## config.mk

```make
export PLATFORM = sky130hd
export DESIGN_NAME = adc_idelay_calib
export DESIGN_NICKNAME = d
export VERILOG_FILES = /design/src/rtl/adc_if_pkg.sv /design/src/rtl/adc_lane_window_tracker.sv /design/src/rtl/adc_idelay_calib.sv
export SDC_FILE = /design/constraint.sdc
export NUM_CORES = 1
export LEC_CHECK = 0
export BUFFER_PORTS_ARGS = -buffer_cell sky130_fd_sc_hd__buf_4
export CAP_MARGIN = 40
export CELL_PAD_IN_SITES_DETAIL_PLACEMENT = 0
export CELL_PAD_IN_SITES_GLOBAL_PLACEMENT = 1
export CORE_ASPECT_RATIO = 1.5
export CORE_UTILIZATION = 49
export CTS_BUF_LIST = sky130_fd_sc_hd__clkbuf_4 sky130_fd_sc_hd__clkbuf_8
export DETAILED_ROUTE_END_ITERATION = 8
export GPL_TIMING_DRIVEN = 0
export PLACE_DENSITY = 0.95
export SYNTH_ARGS = -nofsm -noshare
export SYNTH_HDL_FRONTEND = slang
export SYNTH_SLANG_ARGS = --single-unit
export TNS_END_PERCENT = 1
```

## constraint.sdc

```tcl
create_clock -name adc_dco_clk -period 11.1 [get_ports adc_dco_clk]
set_clock_uncertainty 0.05 [all_clocks]
set_input_delay 2.22 -clock adc_dco_clk [delete_from_list [all_inputs] [get_ports adc_dco_clk]]
set_output_delay 2.22 -clock adc_dco_clk [all_outputs]
set_load 0.02 [all_outputs]
```

## src/rtl/adc_if_pkg.sv

```systemverilog
// rtl/adc_if_pkg.sv - shared constants and FSM state type for the ADC input-path IDELAY calibration
package adc_if_pkg;

   localparam int         NUM_LANES = 8;
   localparam int         TAP_W     = 5;
   localparam logic [7:0] PATTERN_P = 8'hAA;
   localparam logic [7:0] PATTERN_N = 8'h55;

   typedef enum logic [2:0] {
      CS_IDLE,
      CS_LOAD,
      CS_SETTLE,
      CS_SAMPLE,
      CS_EVAL,
      CS_SET_FINAL,
      CS_NEXT_LANE,
      CS_DONE
   } calib_state_t;

endpackage

```

## src/rtl/adc_lane_window_tracker.sv

```systemverilog
// rtl/adc_lane_window_tracker.sv - longest passing-tap run tracker and window centre for one lane sweep
module adc_lane_window_tracker
   import adc_if_pkg::*;
#(
   parameter int TAP_W = adc_if_pkg::TAP_W
) (
   input  logic             clk_i,
   input  logic             rst_n_i,
   input  logic             clear_i,
   input  logic             eval_i,
   input  logic             pass_i,
   input  logic [TAP_W-1:0] tap_i,
   output logic [TAP_W-1:0] center_o,
   output logic             no_pass_o
);

   logic [TAP_W-1:0] cur_start_q, cur_start_d;
   logic [TAP_W:0]   cur_len_q, cur_len_d;
   logic [TAP_W-1:0] best_start_q, best_start_d;
   logic [TAP_W:0]   best_len_q, best_len_d;

   // Best is compared against the already-updated run so a run ending on the last tap counts.
   always_comb begin
      cur_start_d  = cur_start_q;
      cur_len_d    = cur_len_q;
      best_start_d = best_start_q;
      best_len_d   = best_len_q;
      if (clear_i) begin
         cur_start_d  = '0;
         cur_len_d    = '0;
         best_start_d = '0;
         best_len_d   = '0;
      end else if (eval_i) begin
         if (pass_i) begin
            if (cur_len_q == '0) begin
               cur_start_d = tap_i;
            end
            cur_len_d = cur_len_q + (TAP_W+1)'(1);
         end else begin
            cur_len_d = '0;
         end
         if (cur_len_d > best_len_q) begin
            best_start_d = cur_start_d;
            best_len_d   = cur_len_d;
         end
      end
   end

   always_ff @(posedge clk_i or negedge rst_n_i) begin
      if (!rst_n_i) begin
         cur_start_q  <= '0;
         cur_len_q    <= '0;
         best_start_q <= '0;
         best_len_q   <= '0;
      end else begin
         cur_start_q  <= cur_start_d;
         cur_len_q    <= cur_len_d;
         best_start_q <= best_start_d;
         best_len_q   <= best_len_d;
      end
   end

   // Centre uses the post-EVAL best so the final load can be registered on the EVAL edge.
   assign center_o  = best_start_d + best_len_d[TAP_W:1];
   assign no_pass_o = (best_len_d == '0);

endmodule

```

## src/rtl/adc_idelay_calib.sv

```systemverilog
// rtl/adc_idelay_calib.sv - per-lane IODELAYE1 tap sweep against the ADC training pattern
module adc_idelay_calib #(
   parameter int                   NUM_LANES     = adc_if_pkg::NUM_LANES,
   parameter int                   TAP_W         = adc_if_pkg::TAP_W,
   parameter int                   SETTLE_CYCLES = 16,
   parameter int                   SAMPLE_CYCLES = 64,
   parameter logic [NUM_LANES-1:0] PATTERN_P     = NUM_LANES'(adc_if_pkg::PATTERN_P),
   parameter logic [NUM_LANES-1:0] PATTERN_N     = NUM_LANES'(adc_if_pkg::PATTERN_N)
) (
   input  logic                       adc_dco_clk,
   input  logic                       reset_n,
   input  logic                       start,
   input  logic [NUM_LANES-1:0]       data_p,
   input  logic [NUM_LANES-1:0]       data_n,
   output logic [NUM_LANES-1:0]       delay_ld,
   output logic [TAP_W-1:0]           delay_wdata,
   output logic                       busy,
   output logic                       done,
   output logic [NUM_LANES-1:0]       fail,
   output logic [NUM_LANES*TAP_W-1:0] lane_tap
);
   import adc_if_pkg::*;

   localparam int LANE_W  = (NUM_LANES > 1) ? $clog2(NUM_LANES) : 1;
   localparam int CNT_MAX = (SETTLE_CYCLES > SAMPLE_CYCLES) ? SETTLE_CYCLES : SAMPLE_CYCLES;
   localparam int CNT_W   = $clog2(CNT_MAX + 1);
   localparam logic [TAP_W-1:0]  TAP_LAST    = '1;
   localparam logic [LANE_W-1:0] LANE_LAST   = LANE_W'(NUM_LANES - 1);
   localparam logic [CNT_W-1:0]  SETTLE_LAST = CNT_W'(SETTLE_CYCLES - 1);
   localparam logic [CNT_W-1:0]  SAMPLE_LAST = CNT_W'(SAMPLE_CYCLES - 1);

   calib_state_t               state_q;
   logic [LANE_W-1:0]          lane_q;
   logic [TAP_W-1:0]           tap_q;
   logic [CNT_W-1:0]           cnt_q;
   logic                       pass_q;
   logic [NUM_LANES-1:0]       delay_ld_q;
   logic [TAP_W-1:0]           delay_wdata_q;
   logic                       busy_q;
   logic                       done_q;
   logic [NUM_LANES-1:0]       fail_q;
   logic [NUM_LANES*TAP_W-1:0] lane_tap_q;

   logic             start_acc;
   logic             sample_bad;
   logic             trk_clear;
   logic             trk_eval;
   logic [TAP_W-1:0] trk_center;
   logic             trk_no_pass;

   function automatic logic [NUM_LANES-1:0] lane_onehot(input logic [LANE_W-1:0] l);
      return NUM_LANES'(1) << l;
   endfunction

   assign start_acc  = start && ((state_q == CS_IDLE) || (state_q == CS_DONE));
   assign sample_bad = (data_p[lane_q] != PATTERN_P[lane_q]) ||
                       (data_n[lane_q] != PATTERN_N[lane_q]);
   assign trk_clear  = start_acc || (state_q == CS_NEXT_LANE);
   assign trk_eval   = (state_q == CS_EVAL);

   adc_lane_window_tracker #(
      .TAP_W (TAP_W)
   ) u_tracker (
      .clk_i     (adc_dco_clk),
      .rst_n_i   (reset_n),
      .clear_i   (trk_clear),
      .eval_i    (trk_eval),
      .pass_i    (pass_q),
      .tap_i     (tap_q),
      .center_o  (trk_center),
      .no_pass_o (trk_no_pass)
   );

   // Strobes are registered on the edge entering LOAD/SET_FINAL so they sit exactly in that state.
   always_ff @(posedge adc_dco_clk or negedge reset_n) begin
      if (!reset_n) begin
         state_q       <= CS_IDLE;
         lane_q        <= '0;
         tap_q         <= '0;
         cnt_q         <= '0;
         pass_q        <= 1'b0;
         delay_ld_q    <= '0;
         delay_wdata_q <= '0;
         busy_q        <= 1'b0;
         done_q        <= 1'b0;
         fail_q        <= '0;
         lane_tap_q    <= '0;
      end else begin
         delay_ld_q <= '0;
         case (state_q)
            CS_IDLE, CS_DONE: begin
               if (start) begin
                  state_q       <= CS_LOAD;
                  lane_q        <= '0;
                  tap_q         <= '0;
                  busy_q        <= 1'b1;
                  done_q        <= 1'b0;
                  delay_ld_q    <= lane_onehot('0);
                  delay_wdata_q <= '0;
               end
            end
            CS_LOAD: begin
               cnt_q   <= '0;
               pass_q  <= 1'b1;
               state_q <= CS_SETTLE;
            end
            CS_SETTLE: begin
               if (cnt_q == SETTLE_LAST) begin
                  cnt_q   <= '0;
                  state_q <= CS_SAMPLE;
               end else begin
                  cnt_q <= cnt_q + CNT_W'(1);
               end
            end
            CS_SAMPLE: begin
               if (sample_bad) begin
                  pass_q <= 1'b0;
               end
               if (cnt_q == SAMPLE_LAST) begin
                  state_q <= CS_EVAL;
               end else begin
                  cnt_q <= cnt_q + CNT_W'(1);
               end
            end
            CS_EVAL: begin
               delay_ld_q <= lane_onehot(lane_q);
               if (tap_q != TAP_LAST) begin
                  tap_q         <= tap_q + TAP_W'(1);
                  delay_wdata_q <= tap_q + TAP_W'(1);
                  state_q       <= CS_LOAD;
               end else begin
                  delay_wdata_q                      <= trk_center;
                  lane_tap_q[lane_q*TAP_W +: TAP_W] <= trk_center;
                  fail_q[lane_q]                     <= trk_no_pass;
                  state_q                            <= CS_SET_FINAL;
               end
            end
            CS_SET_FINAL: begin
               state_q <= CS_NEXT_LANE;
            end
            CS_NEXT_LANE: begin
               if (lane_q != LANE_LAST) begin
                  lane_q        <= lane_q + LANE_W'(1);
                  tap_q         <= '0;
                  delay_ld_q    <= lane_onehot(lane_q + LANE_W'(1));
                  delay_wdata_q <= '0;
                  state_q       <= CS_LOAD;
               end else begin
                  busy_q  <= 1'b0;
                  done_q  <= 1'b1;
                  state_q <= CS_DONE;
               end
            end
            default: state_q <= CS_IDLE;
         endcase
      end
   end

   assign delay_ld    = delay_ld_q;
   assign delay_wdata = delay_wdata_q;
   assign busy        = busy_q;
   assign done        = done_q;
   assign fail        = fail_q;
   assign lane_tap    = lane_tap_q;

endmodule

```

==> run_results.csv, run 1 <==
group,metric,value,unit
drt,routedWlPerCell,16.5,um
yosys,synthTopCellsByCount,"104 x dfrtp_1, 82 x nand2_1, 43 x nor2_1",
drt,drcViolationCount,0,
yosys,syn-num-nets,582,
flow_run,drv_cap,0,
setup_path,ff2ff_path_depth,19,
setup_path,crit_path_end,"lane_tap[34]",
setup_path,r2r_start,"u_tracker.cur_len_q[2]",
pwr,ir_worst_vdd,0.0645,mV
worst_hold_path,hold_depth,2,
pwr,power_density,99.9,nW/um2
clock_tree,cts_tree,"yes",
setup_path,worst_path_max_delay_cell,"buf_1",
drt,drt-initial-drc-count,220,
yosys,yosysWarningCount,0,
place,place_ws,5210,ps
setup_path,path_buf_inv,4,
place,dp_hpwl,9700,um
die,die_x,87.2,um
die,die-area,11300,um2
clock_tree,clock_latency,390,ps
final_layout,n_antenna_cell,0,
setup_path,cp-start-kind,"primary input",
global_route,grt.total_usage,0.241,
status,status,"finished, final reports clean",
die,fp-row-count,46,
pwr,leakagePower,3.08,nW
timing,setup_violations,0,
clock_tree,clockBufferDepth,2,
timing,fin_crit_sh,0.500,
yosys,ys_seq_elements,104,
yosys,synth_most_common_cell,"dfrtp_1",
timing,max_freq,0.180,GHz
clock_tree,cts-root-buf,"clkbuf_8",
die,num_io_pins,82,
yosys,postSynthCellCount,538,
timing,hold_violations,0,
yosys,synth_enable_flop_cells,0,
timing,maxSlewHeadroom,0.331,
final_layout,finalNetCount,676,
drt,drt_wl_total,12900,um
yosys,synth.distinct_cells,53,
timing,rsz0062_at_grt,"false",
final_layout,final_layout_size_suffix_gt1_frac,0.215,
global_route,grt_start_max_net_pins,61,
place,port_buffers,81,
setup_path,cp-startpoint,"start",
die,die_h,130,um
timing,tns,0,ps
place,placed_cells,765,
worst_hold_path,min_from,"lane_tap[38]",
die,start_util,0.503,
global_route,grt_pass1_wl,20900,um
drt,vias,4298,
yosys,synth.top_cell.area_share,0.488,
worst_hold_path,hold_path.class,"reg2reg",
drt,antenna_left,0,
timing,fin_ws,5550,ps
setup_path,arrival,5740,ps
clock_tree,cts_setup_buffers,0,
setup_path,cp_slowest_stage_delay,490,ps
final_layout,final_cell_area,6340,um2
yosys,async_flop_share,1.00,
global_route,first_global_vias,4233,
setup_path,reg2reg_slack,6170,ps
drt,viasPerCell,5.50,
pwr,finalPower,0.000634,W
setup_path,crit_cells,14,
timing,maxSlewViolCount,0,
setup_path,critPathMaxFanout,10,
yosys,synthesis.area,5330,um2
die,core_area,10600,um2
drt,drtPass1Iterations,4,
final_layout,area_delta_synth_final,19.0,%
final_layout,instances_no_fill,781,
clock_tree,holdBufCountCts,0,
place,gp_congestion,0.868,
setup_path,crit_required,11290,ps
global_route,overflow,0,
timing,tightest_slew,1000,ps
yosys,synthFlopType,"dfrtp_1",
setup_path,crit_family,"buffers and inverters",
setup_path,end_kind,"flop",
yosys,synth_largest_area_cell,"dfrtp_1",
yosys,ys_seq_area_frac,0.488,
setup_path,crit_chain,"buf_4, nor2b_1, a21o_1, clkbuf_1, buf_1, nor2_1, fa_1, a21o_1, a21oi_1, o31ai_1, nand3_1, nor2b_1, buf_6, a21oi_1",
place,place_area,6150,um2
clock_tree,clkTransAtPathRegs,100,ps
global_route,antenna_found_initial,0,
clock_tree,htreeDepth,3,
clock_tree,cts_buffers,9,
setup_path,worstReg2RegEnd,"lane_tap[34]",
yosys,avgSynthCellArea,9.91,um2
setup_path,critPathKind,"in2reg",
clock_tree,cts_resized,0,
clock_tree,clkSinkCount,104,
yosys,synthTopCellsByArea,"dfrtp_1 49%, nand2_1 5.8%, ha_1 5.6%",
timing,fin_crit,5550,ps
## final cells by class
type / instances / area (um2)
Clock inverter: 5 / 45.0
Buffer: 21 / 92.6
Sequential cell: 104 / 2600
Tap cell: 144 / 180
Multi-Input combinational cell: 394 / 2560
Clock buffer: 11 / 151
Timing Repair Buffer: 83 / 636
Inverter: 19 / 71.3
Fill cell: 977 / 4250
## report_power, final
group	leakage, nW	internal [W]	switching, W
clock	0.0989	0.0000979	0.000142
sequential	1.24	0.000379	0.000000000000000000000000903
combinational	1.74	0.00000607	0.00000968
total	3.08	0.000483	0.000151
## routing by layer
metal / wire [um] / up-vias / track usage
met3: 368 / 25 / 0.0380
met5: 0 / - / 0
li1: - / 2067 / -
met2: 6820 / 105 / 0.432
met1: 5330 / 2101 / 0.286
met4: 383 / 0 / 0.104
## worst min-delay path by stage
stage	to
after global routing	lane_tap[19]
after floorplan	u_tracker.cur_start_q[4]
after CTS	lane_tap[19]
after detailed placement	lane_tap[19]
final	lane_tap[38]
after global placement	lane_tap[18]
## logic make-up (layout without fill, tap and decap cells)
group | Yosys count | in the layout | share of synthesized area
AOI/OAI and AO/OA | 118 | 118 | 0.141
DFF | 104 | 104 | 0.488
xor gates and xnor gates | 12 | 12 | 0.0197
muxes | 41 | 41 | 0.0873
and+or+nand+nor | 198 | 198 | 0.173
buffers and inverters | 40 | 139 | 0.0307
adders and majority gates | 25 | 25 | 0.0601
## through the flow
| step | hold WS [ps] | utilization |
|---|---|---|
| floorplan | 434 | - |
| global placement | 412 | 0.578 |
| detailed placement | 422 | 0.580 |
| CTS | 446 | 0.599 |
| global route | 465 | 0.599 |
| finish | 444 | 0.599 |
## placed cells by master (no fill, tap or decap), types with 18 or more instances in the layout
master,count
dfrtp_1,104
nand2_1,82
nor2_1,43
mux2_2,20
o21ai_0,38
a21oi_1,29
nand3_1,24
buf_4,83
inv_1,18
mux2i_1,18
ha_1,24
## worst min-delay path, cell delays in order (launching register included)
cell and delay, ps:
dfrtp_1 360, nand2_1 50, o21ai_0 60
## state kept, by name, summed over array words and instances, names as in the netlist
| name | flops |
|---|---|
| lane_tap | 40 |
| delay_ld | 8 |
| fail | 8 |
| cnt_q | 7 |
| u_tracker.best_len_q | 6 |
| u_tracker.cur_len_q | 6 |
| delay_wdata | 5 |
| tap_q | 5 |
| u_tracker.best_start_q | 5 |
| u_tracker.cur_start_q | 5 |
| lane_q | 3 |
| state_q | 3 |
| busy | 1 |
| done | 1 |
| pass_q | 1 |
No activity file was read; power rests on OpenSTA's default activity.
==> run 2: changes to the inputs <==
--- a/config.mk
+++ b/config.mk
@@ -5,16 +5,17 @@
 export SDC_FILE = /design/constraint.sdc
 export NUM_CORES = 1
 export LEC_CHECK = 0
+export ABC_AREA = 1
 export BUFFER_PORTS_ARGS = -buffer_cell sky130_fd_sc_hd__buf_4
 export CAP_MARGIN = 40
 export CELL_PAD_IN_SITES_DETAIL_PLACEMENT = 0
 export CELL_PAD_IN_SITES_GLOBAL_PLACEMENT = 1
 export CORE_ASPECT_RATIO = 1.5
-export CORE_UTILIZATION = 49
+export CORE_UTILIZATION = 44
 export CTS_BUF_LIST = sky130_fd_sc_hd__clkbuf_4 sky130_fd_sc_hd__clkbuf_8
 export DETAILED_ROUTE_END_ITERATION = 8
 export GPL_TIMING_DRIVEN = 0
-export PLACE_DENSITY = 0.95
+export PLACE_DENSITY = 0.92
 export SYNTH_ARGS = -nofsm -noshare
 export SYNTH_HDL_FRONTEND = slang
 export SYNTH_SLANG_ARGS = --single-unit
==> constraint.sdc (replaced) <==
create_clock -name adc_dco_clk -period 5.8 [get_ports adc_dco_clk]
set_clock_uncertainty 0.05 [all_clocks]
set_input_delay 1.16 -clock adc_dco_clk [delete_from_list [all_inputs] [get_ports adc_dco_clk]]
set_output_delay 1.16 -clock adc_dco_clk [all_outputs]
set_load 0.02 [all_outputs]
==> run 2 against run 1 <==
  * Clock power increased by 86%
  * Sequential share of layout area increased by 0.52 points
  * Final area decreased by 1.2%
==> run_results.csv, run 2 <==
group,metric,value,unit
drt,highest_layer,"met4",
final_layout,final_common_cell,"nand2_1",
die,fp-row-count,48,
setup_path,worstReg2RegEnd,"lane_tap[18]",
drt,drtPass1Iterations,5,
final_layout,instances_no_fill,871,
yosys,synthesis.area,5250,um2
yosys,postSynthCellCount,623,
drt,drt-initial-drc-count,218,
yosys,synthTopCellsByArea,"dfrtp_1 50%, nand2_1 8.4%, inv_1 6.1%",
flow_run,drv_cap,0,
clock_tree,clkTransAtPathRegs,110,ps
timing,maxSlewHeadroom,0.474,
setup_path,cp-startpoint,"u_tracker.cur_len_q[0]",
timing,rsz0062_at_grt,"false",
clock_tree,cts_resized,0,
clock_tree,holdBufCountCts,0,
timing,setup_violations,0,
timing,max_freq,0.235,GHz
die,num_io_pins,82,
yosys,synthFlopType,"dfrtp_1",
place,dp_hpwl,10100,um
setup_path,crit_chain,"nand3_1, nor2_1, inv_1, nor3_1, or3_1, inv_1, ha_1, nand3_2, nor2_1, nand2_1, nand2_2, nand2_4, inv_4, buf_8, nor2_1, a211oi_1, ha_1, nand3_1, nand3_1, xor2_1, inv_1, nand3_1, o21ai_0",
pwr,power.switching,0.000986,W
yosys,synthTopCellsByCount,"117 x nand2_1, 104 x dfrtp_1, 85 x inv_1",
final_layout,final_layout_size_suffix_gt1_frac,0.176,
die,die_x,91.2,um
clock_tree,cts_setup_buffers,0,
drt,antenna_left,0,
pwr,p_sw_frac,0.443,
clock_tree,cts-root-buf,"clkbuf_8",
pwr,power_density,355,nW/um2
setup_path,reg2reg_slack,1540,ps
clock_tree,htreeDepth,3,
timing,whs,445,ps
final_layout,multi_input_area,2240,um2
setup_path,critPathKind,"reg2reg",
yosys,yosysWarningCount,0,
status,status,"finished, final reports clean",
global_route,grt_start_max_net_pins,71,
clock_tree,clock_latency,390,ps
clock_tree,cts_tree,"yes",
drt,wl_met2,6970,um
setup_path,worst_path_max_delay_cell,"xor2_1",
setup_path,crit_path_end,"lane_tap[18]",
pwr,leakagePower,3.08,nW
drt,viasPerCell,5.33,
setup_path,crit_family,"simple AND/OR/NAND/NOR gates",
global_route,grt.total_usage,0.223,
final_layout,largest_reg_flops,40,
drt,wl_met3,537,um
setup_path,end_kind,"flop",
final_layout,area_delta_synth_final,19.3,%
clock_tree,clkSinkCount,104,
final_layout,n_antenna_cell,0,
setup_path,r2r_start,"u_tracker.cur_len_q[0]",
pwr,power_frac_seq,0.392,
yosys,synth.top_cell.area_share,0.496,
timing,tns,0,ps
clock_tree,clockBufferDepth,2,
clock_tree,cts_buffers,9,
setup_path,cp_slowest_stage_delay,630,ps
die,start_util,0.453,
final_layout,n_fill_cell,1087,
pwr,clkPwrFrac,0.201,
final_layout,final_cell_mix,"117 x nand2_1, 104 x dfrtp_1, 85 x inv_1",
pwr,ir_worst_vdd,0.133,mV
setup_path,cp-start-kind,"flop",
yosys,ys_seq_elements,104,
global_route,antenna_found_initial,0,
yosys,ys_seq_area_frac,0.496,
die,core_area,11600,um2
worst_hold_path,hold_path.class,"reg2reg",
global_route,grt_pass1_wl,21600,um
pwr,finalPower,0.00223,W
final_layout,layout.area.seq,2600,um2
timing,maxSlewViolCount,0,
die,die_h,136,um
place,port_buffers,81,
yosys,syn-num-nets,667,
setup_path,arrival,4500,ps
yosys,synth_most_common_cell,"nand2_1",
global_route,first_global_vias,4532,
timing,fin_crit,4260,ps
setup_path,critPathMaxFanout,10,
setup_path,path_buf_inv,5,
pwr,p_comb_frac,0.407,
global_route,overflow,0,
die,die-area,12400,um2
drt,wl_met1,5400,um
timing,hold_violations,0,
drt,drt_wl_total,13300,um
setup_path,crit_required,6030,ps
yosys,synth_enable_flop_cells,0,
yosys,avgSynthCellArea,8.43,um2
yosys,async_flop_share,1.00,
drt,vias,4646,
setup_path,crit_cells,23,
yosys,synth_largest_area_cell,"dfrtp_1",
setup_path,ff2ff_path_depth,23,
place,placed_cells,855,
pwr,p_int,0.00124,W
yosys,synth.distinct_cells,41,
place,gp_congestion,0.827,
final_layout,finalNetCount,760,
drt,drcViolationCount,0,
worst_hold_path,hold_depth,2,
setup_path,cp_common_cell,"nand3_1",
timing,tightest_slew,786,ps
timing,fin_crit_sh,0.735,
drt,routedWlPerCell,15.2,um
==> run 2: routing by layer <==
layer | GRT usage | vias up
met5 | 0 | -
met4 | 0.101 | 0
met3 | 0.0281 | 23
met2 | 0.398 | 129
met1 | 0.267 | 2256
li1 | - | 2238
==> run 2: through the flow <==
stage	cell area [um2]	worst slack, ps	util
2_1_floorplan	5250	2310	-
3_3_place_gp	6050	1770	0.522
3_5_place_dp	6070	1620	0.524
4_1_cts	6260	1600	0.540
5_1_grt	6260	1190	0.540
6_report	6260	1540	0.540
==> run 2: layout make-up <==
| cell class | count | area share |
|---|---|---|
| clock buffers | 9 | 0.0198 |
| clock inverters | 7 | 0.0108 |
| flip-flops and latches | 104 | 0.415 |
| well taps | 150 | 0.0300 |
| plain buffers | 11 | 0.00919 |
| multi-input cells | 415 | 0.357 |
| inverters | 93 | 0.0561 |
| repair buffers | 82 | 0.101 |
==> run 2: kinds of logic after synthesis <==
family,share of synthesized area
AOI/OAI and AO/OA,0.137
xor gates and xnor gates,0.00334
adders and majority gates,0.0610
buffers and inverters,0.0779
DFF,0.496
muxes,0.00381
and+or+nand+nor,0.221
==> run 2: tightest hold or removal path, delay by kind of cell, from the launching register on <==
family / cells / cell delay (ps)
flip-flops: 1 / 360
AND/OR/NAND/NOR: 2 / 110
==> run 2: power by group through the flow <==
stage | logic, W | registers, W | clock network (W)
2_1_floorplan | 0.000620 | 0.000888 | 0
3_3_place_gp | 0.000870 | 0.000883 | 0
3_5_place_dp | 0.000900 | 0.000887 | 0
4_1_cts | 0.000905 | 0.000873 | 0.000456
5_1_grt | 0.00101 | 0.000886 | 0.000481
6_report | 0.000906 | 0.000874 | 0.000447
==> run 2: worst min path at each step <==
stage,start,endpoint
global placement,delay_wdata[2],delay_wdata[2]
floorplan,cnt_q[1],cnt_q[1]
global route,lane_tap[12],lane_tap[12]
detailed placement,lane_tap[25],lane_tap[25]
finish,lane_tap[25],lane_tap[25]
CTS,lane_tap[25],lane_tap[25]
==> run 3: changes to the inputs <==
--- a/config.mk
+++ b/config.mk
@@ -11,11 +11,11 @@
 export CELL_PAD_IN_SITES_DETAIL_PLACEMENT = 0
 export CELL_PAD_IN_SITES_GLOBAL_PLACEMENT = 1
 export CORE_ASPECT_RATIO = 1.5
-export CORE_UTILIZATION = 44
+export CORE_UTILIZATION = 40
 export CTS_BUF_LIST = sky130_fd_sc_hd__clkbuf_4 sky130_fd_sc_hd__clkbuf_8
 export DETAILED_ROUTE_END_ITERATION = 8
 export GPL_TIMING_DRIVEN = 0
-export PLACE_DENSITY = 0.92
+export PLACE_DENSITY = 0.89
 export SYNTH_ARGS = -nofsm -noshare
 export SYNTH_HDL_FRONTEND = slang
 export SYNTH_SLANG_ARGS = --single-unit
==> constraint.sdc (replaced) <==
create_clock -name adc_dco_clk -period 3.5 [get_ports adc_dco_clk]
set_clock_uncertainty 0.05 [all_clocks]
set_input_delay 0.7 -clock adc_dco_clk [delete_from_list [all_inputs] [get_ports adc_dco_clk]]
set_output_delay 0.7 -clock adc_dco_clk [all_outputs]
set_load 0.02 [all_outputs]
==> run 3 against run 2 <==
  * The flow now finishes with violations (negative setup slack)
  * Die area is 9.8% higher
  * Cell count grew 2.4%
  * Global-route usage shrank 0.64 points
  * Worst setup slack worse by 1800 ps
  * First-iteration DRC count decreased by 7.3%
==> run_results.csv, run 3 (synthesized netlist as in run 2, its figures left out) <==
group,metric,value,unit
clock_tree,cts-root-buf,"clkbuf_8",
final_layout,finalNetCount,775,
global_route,grt_start_max_net_pins,62,
setup_path,crit_family,"simple AND/OR/NAND/NOR gates",
global_route,overflow,0,
clock_tree,holdBufCountCts,0,
drt,drt_wl_total,14200,um
timing,maxSlewHeadroom,0.578,
final_layout,final_cell_area,6680,um2
global_route,grt.total_usage,0.216,
timing,rsz0062_at_grt,"true",
timing,fin_ws,-307,ps
final_layout,final_cell_mix,"115 x nand2_1, 104 x dfrtp_1, 93 x buf_4",
final_layout,largest_reg_flops,40,
drt,drcViolationCount,0,
setup_path,crit_chain,"nand3_2, nor2_4, inv_2, nor3_2, or3_4, inv_2, ha_4, nand3_4, nor2_1, nor2_2, nand2_2, nand2_4, inv_6, buf_8, nor2_4, a211oi_2, ha_2, fa_2, a31oi_4, inv_1, nand4_1, nand3_4, a21oi_4, o21ai_1",
drt,drt-initial-drc-count,202,
setup_path,critPathKind,"reg2reg",
setup_path,critPathMaxFanout,5,
pwr,leakagePower,3.18,nW
timing,tightest_slew,629,ps
drt,antenna_left,0,
die,start_util,0.415,
place,port_buffers,81,
setup_path,cp-startpoint,"u_tracker.cur_len_q[0]",
setup_path,cp_slowest_stage_delay,440,ps
drt,vias,4684,
pwr,power_density,603,nW/um2
global_route,use_met3,0.0326,
final_layout,instances_no_fill,892,
timing,whs,276,ps
clock_tree,clkTransAtPathRegs,100,ps
setup_path,reg2reg_slack,-310,ps
global_route,grtUsageMet1,0.266,
drt,drtPass1Iterations,4,
die,die-area,13600,um2
final_layout,n_antenna_cell,0,
die,fp-row-count,50,
setup_path,ff2ff_path_depth,24,
global_route,first_global_vias,4580,
flow_run,drv_cap,0,
clock_tree,cts_buffers,9,
setup_path,worst_path_max_delay_cell,"dfrtp_1",
clock_tree,clockBufferDepth,2,
global_route,grt_use_met2,0.368,
place,placed_cells,861,
setup_path,worstReg2RegEnd,"delay_wdata[4]",
clock_tree,cts_tree,"yes",
status,violations,"negative setup slack",
global_route,antenna_found_initial,0,
place,dp_hpwl,10400,um
setup_path,path_buf_inv,5,
worst_hold_path,hold_path.class,"in2async",
setup_path,crit_path_end,"delay_wdata[4]",
final_layout,area_delta_synth_final,27.1,%
die,num_io_pins,82,
timing,fin_crit,3810,ps
final_layout,final_layout_size_suffix_gt1_frac,0.242,
die,core_area,12600,um2
drt,viasPerCell,5.25,
timing,hold_violations,0,
timing,setup_violations,23,
place,gp_congestion,0.909,
setup_path,arrival,4030,ps
final_layout,final_common_cell,"nand2_1",
timing,max_freq,0.263,GHz
timing,fin_crit_sh,1.09,
setup_path,r2r_start,"u_tracker.cur_len_q[0]",
global_route,grt_pass1_wl,22300,um
die,die_x,95.5,um
timing,maxSlewViolCount,0,
status,status,"complete, but fails checks",
setup_path,crit_cells,24,
setup_path,end_kind,"flop",
drt,routedWlPerCell,15.9,um
setup_path,cp-start-kind,"flop",
place,place_area,6080,um2
global_route,grt-busiest-layer,"met2",
clock_tree,clkSinkCount,104,
clock_tree,htreeDepth,3,
die,die_h,142,um
clock_tree,clock_latency,380,ps
pwr,ir_worst_vdd,0.273,mV
setup_path,crit_required,3720,ps
-- run 3: changes by cell type in the layout (fill, tap and decap cells not counted), moves of 3 or more --
cell / change
a211oi_1: -4
a211oi_2: +4
a21oi_1: -5
a21oi_2: +4
buf_4: +12
ha_1: -4
inv_1: -8
inv_2: +7
nor3_1: -3
-- run 3: where the power goes --
group | internal (W) | switching (W) | total, W
Clock | 0.000347 | 0.000470 | 0.000818
Combinational | 0.000574 | 0.00118 | 0.00175
Sequential | 0.00134 | 0.000114 | 0.00145
Total | 0.00226 | 0.00176 | 0.00402
-- run 3: layer usage --
metal	up-vias	wire length, um
li1	2269	-
met1	2271	5690
met2	112	7510
met3	32	507
met4	0	503
met5	-	0
-- run 3: layout make-up --
class	count	area, um2
Timing Repair Buffer	97	782
Inverter	93	357
Sequential cell	104	2600
Multi-Input combinational cell	415	2470
Buffer	11	57.6
Clock inverter	7	87.6
Fill cell	1176	5960
Tap cell	156	195
Clock buffer	9	124
-- run 3: worst min-delay path by stage --
stage | to | start | slack [ps]
finish | u_tracker.cur_len_q[3] | reset_n | 280
global placement | delay_wdata[1] | delay_wdata[1] | 420
floorplan | busy | reset_n | 350
global route | delay_wdata[1] | reset_n | 310
CTS | delay_ld[7] | reset_n | 290
detailed placement | delay_wdata[1] | delay_wdata[1] | 430
-- run 3: worst register-to-register path, delay by kind of cell (launching register included) --
kind,cells,cell delay (ps)
adder cells (fa/ha/maj),3,800
AO/OA/AOI/OAI,4,580
AND/OR/NAND/NOR,12,1470
flip-flops,1,440
buffers and inverters,5,380
-- run 3: what timing repair did --
action | CTS | global route
setup buffers | 7 | 7
pin swaps | 18 | 15
setup endpoints to repair | 36 | 36
gates resized for setup | 31 | 20
gates cloned | 0 | 1
-- run 3: through the flow --
step | setup TNS [ps] | power (W) | utilization | setup WS, ps
CTS | -3590 | 0.00388 | 0.514 | -270
floorplan | 0 | 0.00250 | - | 6.53
global placement | -9870 | 0.00291 | 0.479 | -605
finish | -3890 | 0.00402 | 0.528 | -307
detailed placement | -13620 | 0.00296 | 0.481 | -723
global route | -10580 | 0.00428 | 0.528 | -517
